==> src/rtl/pipe_pkg.sv <==
// Shared stage-bundle definitions for the core pipeline registers.
// EXMEM_W is the default payload width of pipe_stage_elastic.
package pipe_pkg;

    localparam int DEXT_W = 3;
    localparam int RD_W   = 5;
    localparam int XLEN   = 32;

    typedef struct packed {
        logic [XLEN-1:0] pc;
        logic [XLEN-1:0] instr;
    } ifid_bundle_t;

    typedef struct packed {
        logic [DEXT_W-1:0] dext;
        logic [RD_W-1:0]   rd;
        logic [XLEN-1:0]   pc;
        logic [XLEN-1:0]   rs1_val;
        logic [XLEN-1:0]   rs2_val;
        logic [XLEN-1:0]   imm;
    } idex_bundle_t;

    typedef struct packed {
        logic [DEXT_W-1:0] dext;
        logic [RD_W-1:0]   rd;
        logic [XLEN-1:0]   pc;
        logic [XLEN-1:0]   pc_plus4;
        logic [XLEN-1:0]   alu_res;
        logic [XLEN-1:0]   store_data;
        logic [XLEN-1:0]   csr_rdata;
    } exmem_bundle_t;

    typedef struct packed {
        logic [DEXT_W-1:0] dext;
        logic [RD_W-1:0]   rd;
        logic [XLEN-1:0]   pc_plus4;
        logic [XLEN-1:0]   wb_data;
    } memwb_bundle_t;

    localparam int IFID_W  = $bits(ifid_bundle_t);
    localparam int IDEX_W  = $bits(idex_bundle_t);
    localparam int EXMEM_W = $bits(exmem_bundle_t);
    localparam int MEMWB_W = $bits(memwb_bundle_t);

endpackage

==> src/rtl/sat_counter.sv <==
// Saturating up-counter with synchronous clear; sticks at all-ones.
module sat_counter
    import pipe_pkg::*;
#(
    parameter int CNT_W = 16
) (
    input  logic             clk,
    input  logic             clear,
    input  logic             inc,
    output logic [CNT_W-1:0] value
);

    logic [CNT_W-1:0] value_q, value_d;

    always_comb begin
        value_d = value_q;
        if (inc && (value_q != {CNT_W{1'b1}}))
            value_d = value_q + CNT_W'(1);
    end

    always_ff @(posedge clk) begin
        if (clear) value_q <= '0;
        else       value_q <= value_d;
    end

    assign value = value_q;

endmodule

==> src/rtl/pipe_stage_elastic.sv <==
// Elastic valid/ready pipeline register with flush and stall counter.
// Define PIPE_STAGE_SKID_EN for a two-entry skid buffer with registered in_ready.
module pipe_stage_elastic
    import pipe_pkg::*;
#(
    parameter int DATA_W     = EXMEM_W,
    parameter bit CLEAR_DATA = 1'b1,
    parameter int CNT_W      = 16
) (
    input  logic              clk,
    input  logic              reset,
    input  logic              flush,
    input  logic              in_valid,
    output logic              in_ready,
    input  logic [DATA_W-1:0] in_data,
    output logic              out_valid,
    input  logic              out_ready,
    output logic [DATA_W-1:0] out_data,
    output logic [CNT_W-1:0]  stall_cnt
);

    logic              out_valid_q, out_valid_d;
    logic [DATA_W-1:0] out_data_q,  out_data_d;
    logic              accept;

    assign accept = in_valid & in_ready;

`ifdef PIPE_STAGE_SKID_EN
    logic              skid_valid_q, skid_valid_d;
    logic [DATA_W-1:0] skid_data_q,  skid_data_d;

    // Readiness depends only on skid occupancy, never on out_ready.
    assign in_ready = !skid_valid_q && !flush && !reset;

    always_comb begin
        out_valid_d  = out_valid_q;
        out_data_d   = out_data_q;
        skid_valid_d = skid_valid_q;
        skid_data_d  = skid_data_q;
        if (flush) begin
            out_valid_d  = 1'b0;
            skid_valid_d = 1'b0;
            if (CLEAR_DATA) out_data_d = '0;
        end else if (!out_valid_q || out_ready) begin
            if (skid_valid_q) begin
                out_data_d   = skid_data_q;
                out_valid_d  = 1'b1;
                skid_valid_d = 1'b0;
            end else if (accept) begin
                out_data_d  = in_data;
                out_valid_d = 1'b1;
            end else begin
                out_valid_d = 1'b0;
            end
        end else if (accept) begin
            skid_data_d  = in_data;
            skid_valid_d = 1'b1;
        end
    end

    always_ff @(posedge clk) begin
        if (reset) begin
            skid_valid_q <= 1'b0;
            skid_data_q  <= '0;
        end else begin
            skid_valid_q <= skid_valid_d;
            skid_data_q  <= skid_data_d;
        end
    end
`else
    assign in_ready = (!out_valid_q || out_ready) && !flush && !reset;

    always_comb begin
        out_valid_d = out_valid_q;
        out_data_d  = out_data_q;
        if (flush) begin
            out_valid_d = 1'b0;
            if (CLEAR_DATA) out_data_d = '0;
        end else if (accept) begin
            out_data_d  = in_data;
            out_valid_d = 1'b1;
        end else if (out_ready) begin
            out_valid_d = 1'b0;
        end
    end
`endif

    always_ff @(posedge clk) begin
        if (reset) begin
            out_valid_q <= 1'b0;
            out_data_q  <= '0;
        end else begin
            out_valid_q <= out_valid_d;
            out_data_q  <= out_data_d;
        end
    end

    assign out_valid = out_valid_q;
    assign out_data  = out_data_q;

    sat_counter #(.CNT_W(CNT_W)) u_stall_cnt (
        .clk   (clk),
        .clear (reset),
        .inc   (out_valid_q && !out_ready && !flush),
        .value (stall_cnt)
    );

endmodule

==> config.mk <==
export PLATFORM = sky130hd
export DESIGN_NAME = pipe_stage_elastic
export DESIGN_NICKNAME = d
export VERILOG_FILES = /design/src/rtl/pipe_pkg.sv /design/src/rtl/sat_counter.sv /design/src/rtl/pipe_stage_elastic.sv
export SDC_FILE = /design/constraint.sdc
export NUM_CORES = 1
export LEC_CHECK = 0
export BUFFER_PORTS_ARGS = -buffer_cell sky130_fd_sc_hd__buf_2
export CAP_MARGIN = 30
export CORE_AREA = 2 2 139 141
export DETAILED_ROUTE_END_ITERATION = 10
export DIE_AREA = 0 0 141 143
export PLACE_DENSITY = 0.66
export SKIP_LAST_GASP = 1
export SYNTH_ARGS = -nofsm -noshare
export SYNTH_HDL_FRONTEND = slang
export SYNTH_SLANG_ARGS = --single-unit
==> constraint.sdc <==
create_clock -name clk -period 3.9 [get_ports clk]
set_clock_uncertainty 0.2 [all_clocks]
set_input_delay 0.78 -clock clk [delete_from_list [all_inputs] [get_ports clk]]
set_output_delay 0.78 -clock clk [all_outputs]
set_load 0.02 [all_outputs]
==> summary.txt <==
Status
  • Run status: finished, final reports clean

Setup path
  • List of cells traversed by the critical path: buf_2 > nor3_1 > buf_2
  • Classification of the worst setup path: in2out
  • Flop2flop setup slack: 1.61 ns
  • Worst reg2reg startpoint: out_valid
  • Most frequent CP cell: buf_2
  • Launching element type of the critical path: input pin
  • Startpoint of the worst setup timing path: reset
  • Maximum cell stage delay along the critical path: 0.23 ns
  • Largest fanout on the critical path: 20
  • CP endpoint kind: primary output
  • Worst r2r path cells: 4
  • Cell type of the slowest stage on the worst timing path: buf_2
  • Worst reg2reg endpoint: u_stall_cnt.value[13]
  • Crit path arrival time: 1.44 ns
  • WP data required: 2.92 ns
  • End of the critical path: in_ready

Timing
  • Setup repair after global routing missed its margin: false
  • Final critical delay including setup and external delays: 2.416 ns
  • Fin. max-slew vios: 0
  • Final Setup Violations: 0
  • Relative max-transition margin: 44.08%
  • Accumulated negative setup slack: 0 ns
  • Hold violation total from the final report: 0
  • Max Clock Freq: 0.4139 GHz
  • Slew at the pin closest to its max-slew limit: 0.8388 ns
  • Final period utilization: 61.95%

Clocking
  • Insertion delay to the later sink of the worst-skew pair: 0.42 ns
  • Maximum buffer depth of the clock tree: 2
  • TritonCTS clock tree: yes
  • Quantity of gates resized following cts: 0
  • Hold buffer count at cts: 0
  • Number of clock buffers inserted by TritonCTS: 17
  • Clock slew at reported path FFs: 0.07 ns
  • H-tree lvl count: 4
  • Root Buffer Master: clkbuf_16
  • Post-CTS setup buffers: 0
  • TritonCTS Sinks: 185

Route
  • Via-to-Cell Ratio: 4.726
  • 1st-pass router iterations: 5
  • Final wirelength: 20290 µm
  • Number of DRC markers in iteration 0: 369
  • DR vias: 6659
  • Final routed wire length divided by cell count: 14.40 µm
  • Number of nets with antenna violations after routing: 0
  • Number of design rule violations left after detail routing: 0

Synth
  • Count of state elements after synthesis: 185
  • Post-synthesis share of cell area spent on and, or, nand and nor gates: 36.52%
  • Top cell type by total area after synthesis: dfxtp_1
  • Post-synthesis adder-cell area fraction: 0.1913%
  • Top FF cell, synth: dfxtp_1
  • Total of warnings raised by yosys: 0
  • Largest family of logic cells by synthesized area: simple AND/OR/NAND/NOR gates
  • Most numerous cell in the Yosys netlist: nand2_1
  • Post-synth ARST share: 0%
  • Largest cells by area after synthesis: dfxtp_1 57%, nand2_1 19%, nand3_1 13%, clkbuf_1 2.8%, a21oi_1 0.69%
  • Complex-gate fraction of the synthesized area: 2.755%
  • Post-synthesis instance area: 0.006540 mm²
  • Post-synth EDFFs: 0
  • Syn Inst Count: 834
  • Synth Area per Inst: 7.842 µm²
  • Syn Nets: 1008
  • Share of the synthesized area in the top cell type: 56.63%
  • Register area share after synthesis: 56.63%
  • Portion of netlist area occupied by mux cells: 0.1722%
  • Ranking of synthesized cells by instance count: 337 x nand2_1, 185 x dfxtp_1, 175 x nand3_1, 48 x clkbuf_1, 10 x nor2_1
  • Parity-gate share of the synthesized area counting xor and xnor cells: 0.1339%
  • Number of unique standard cell types used by synthesis: 35

Finish
  • Non-Filler Instances: 1409
  • Syn-to-layout area delta: 39.14%
  • Share of final-layout standard cells stronger than drive strength 1: 34.33%
  • Number of nets at the end of the flow: 1335

Placement
  • Dpl cells: 1376
  • # port buffers: 358
  • Sum of net half-perimeters after detailed placement: 14030 µm
  • Final Wtd Congestion: 0.8073

GRT
  • Overflow left after global routing: 0
  • Number of global-route vias before repair: 6195
  • Number of antenna violations at the first check in global routing: 1
  • Wire length of the first global-routing pass: 31290 µm
  • Overall Global Routing Usage: 19.30%
  • Maximum number of pins on one net before global-route repair: 92

Die
  • I/O pin count: 359
  • Initial standard-cell utilization of the core: 35.20%
  • Die outline width: 141 µm
  • Core box area: 0.01858 mm²
  • Core Rows: 50
  • DIE AREA: 0.02016 mm²
  • Y dimension of the die: 143 µm

Pwr
  • Worst vdd ir: 0.0002822 V
  • Total power divided by cell area: 446.5 mW/mm²
  • Leakage: 0.005010 µW

Min path
  • Worst min-delay path class: reg2reg

Run
  • Max Cap Violations: 0
## power breakdown
part           leakage [µW]  switching (µW)  total [µW]  internal [µW]
sequential          0.00151            31.9        1990           1960
combinational       0.00322             247         390            143
clock              0.000280             822        1690            864
total               0.00501            1100        4060           2960
## cells in the final DEF, fill, tap and decap left out, drive strengths merged, types with 3 or more instances in the layout
cell type and n:
buf 367, nand2 337, dfxtp 185, nand3 175
clkbuf 18, inv 12, nor2 10, a21oi 9
or3 7, o21ai 7, nand4 6, nor3 5
o31ai 4, clkinv 4, nor2b 3, and3 3
## kinds of logic (layout without fill, tap and decap cells)
| family | Yosys count | count (layout) |
|---|---|---|
| AND/OR/NAND/NOR | 555 | 555 |
| flip-flops | 185 | 185 |
| buffers and inverters | 62 | 402 |
| AO/OA/AOI/OAI | 29 | 29 |
| adder cells (fa/ha/maj) | 1 | 1 |
| XOR/XNOR | 1 | 1 |
| multiplexers | 1 | 1 |
| other | 0 | 1 |
## registers in the layout (all words and copies together) (netlist names)
signal,flops
u_stall_cnt.value,16
out_valid,1
out_data,168
## metal layers
layer / wire length (µm) / vias up / track usage [%] / share of wire, %
met5: 0 / - / 0 / 0
met1: 8588 / 2973 / 24.03 / 42
met4: 480 / 0 / 7.684 / 2.4
met3: 1550 / 38 / 6.036 / 7.6
li1: - / 3387 / - / -
met2: 9673 / 261 / 31.30 / 48
## how the worst min path moves through the flow
stage             startpoint             to  cells after the start
2_1_floorplan    out_data[0]    out_data[0]                      2
3_3_place_gp    out_data[21]   out_data[21]                      2
3_5_place_dp    out_data[87]   out_data[87]                      2
4_1_cts          out_data[5]    out_data[5]                      2
5_1_grt          out_data[5]    out_data[5]                      2
6_report       out_data[148]  out_data[148]                      2
## per-stage QoR
stage | util, % | worst slack [ns] | area (µm²) | power [µW] | hold slack (ns)
CTS | 48.96 | 1.481 | 9097 | 4112 | 0.2530
floorplan | - | 1.268 | 6540 | 2228 | 0.3328
global placement | 45.80 | 1.088 | 8511 | 2418 | 0.2381
detailed placement | 45.91 | 1.079 | 8531 | 2424 | 0.2411
global route | 48.98 | 1.415 | 9100 | 4227 | 0.2659
finish | 48.98 | 1.484 | 9100 | 4064 | 0.2479
## layout make-up
cell class	count	area, µm²
multi-input combinational	587	2626
sequential	185	3704
inverter	3	11.26
fill	1882	9480
tap	234	292.8
clock buffer	18	439.2
antenna	1	2.502
timing repair buffer	367	1897
clock inverter	14	127.6
## worst max-delay path: cells and delay by family
family | cells | cell delay, ns
buffers and inverters | 2 | 0.42
and+or+nand+nor | 1 | 0.23
No activity file was read; power rests on OpenSTA's default activity.
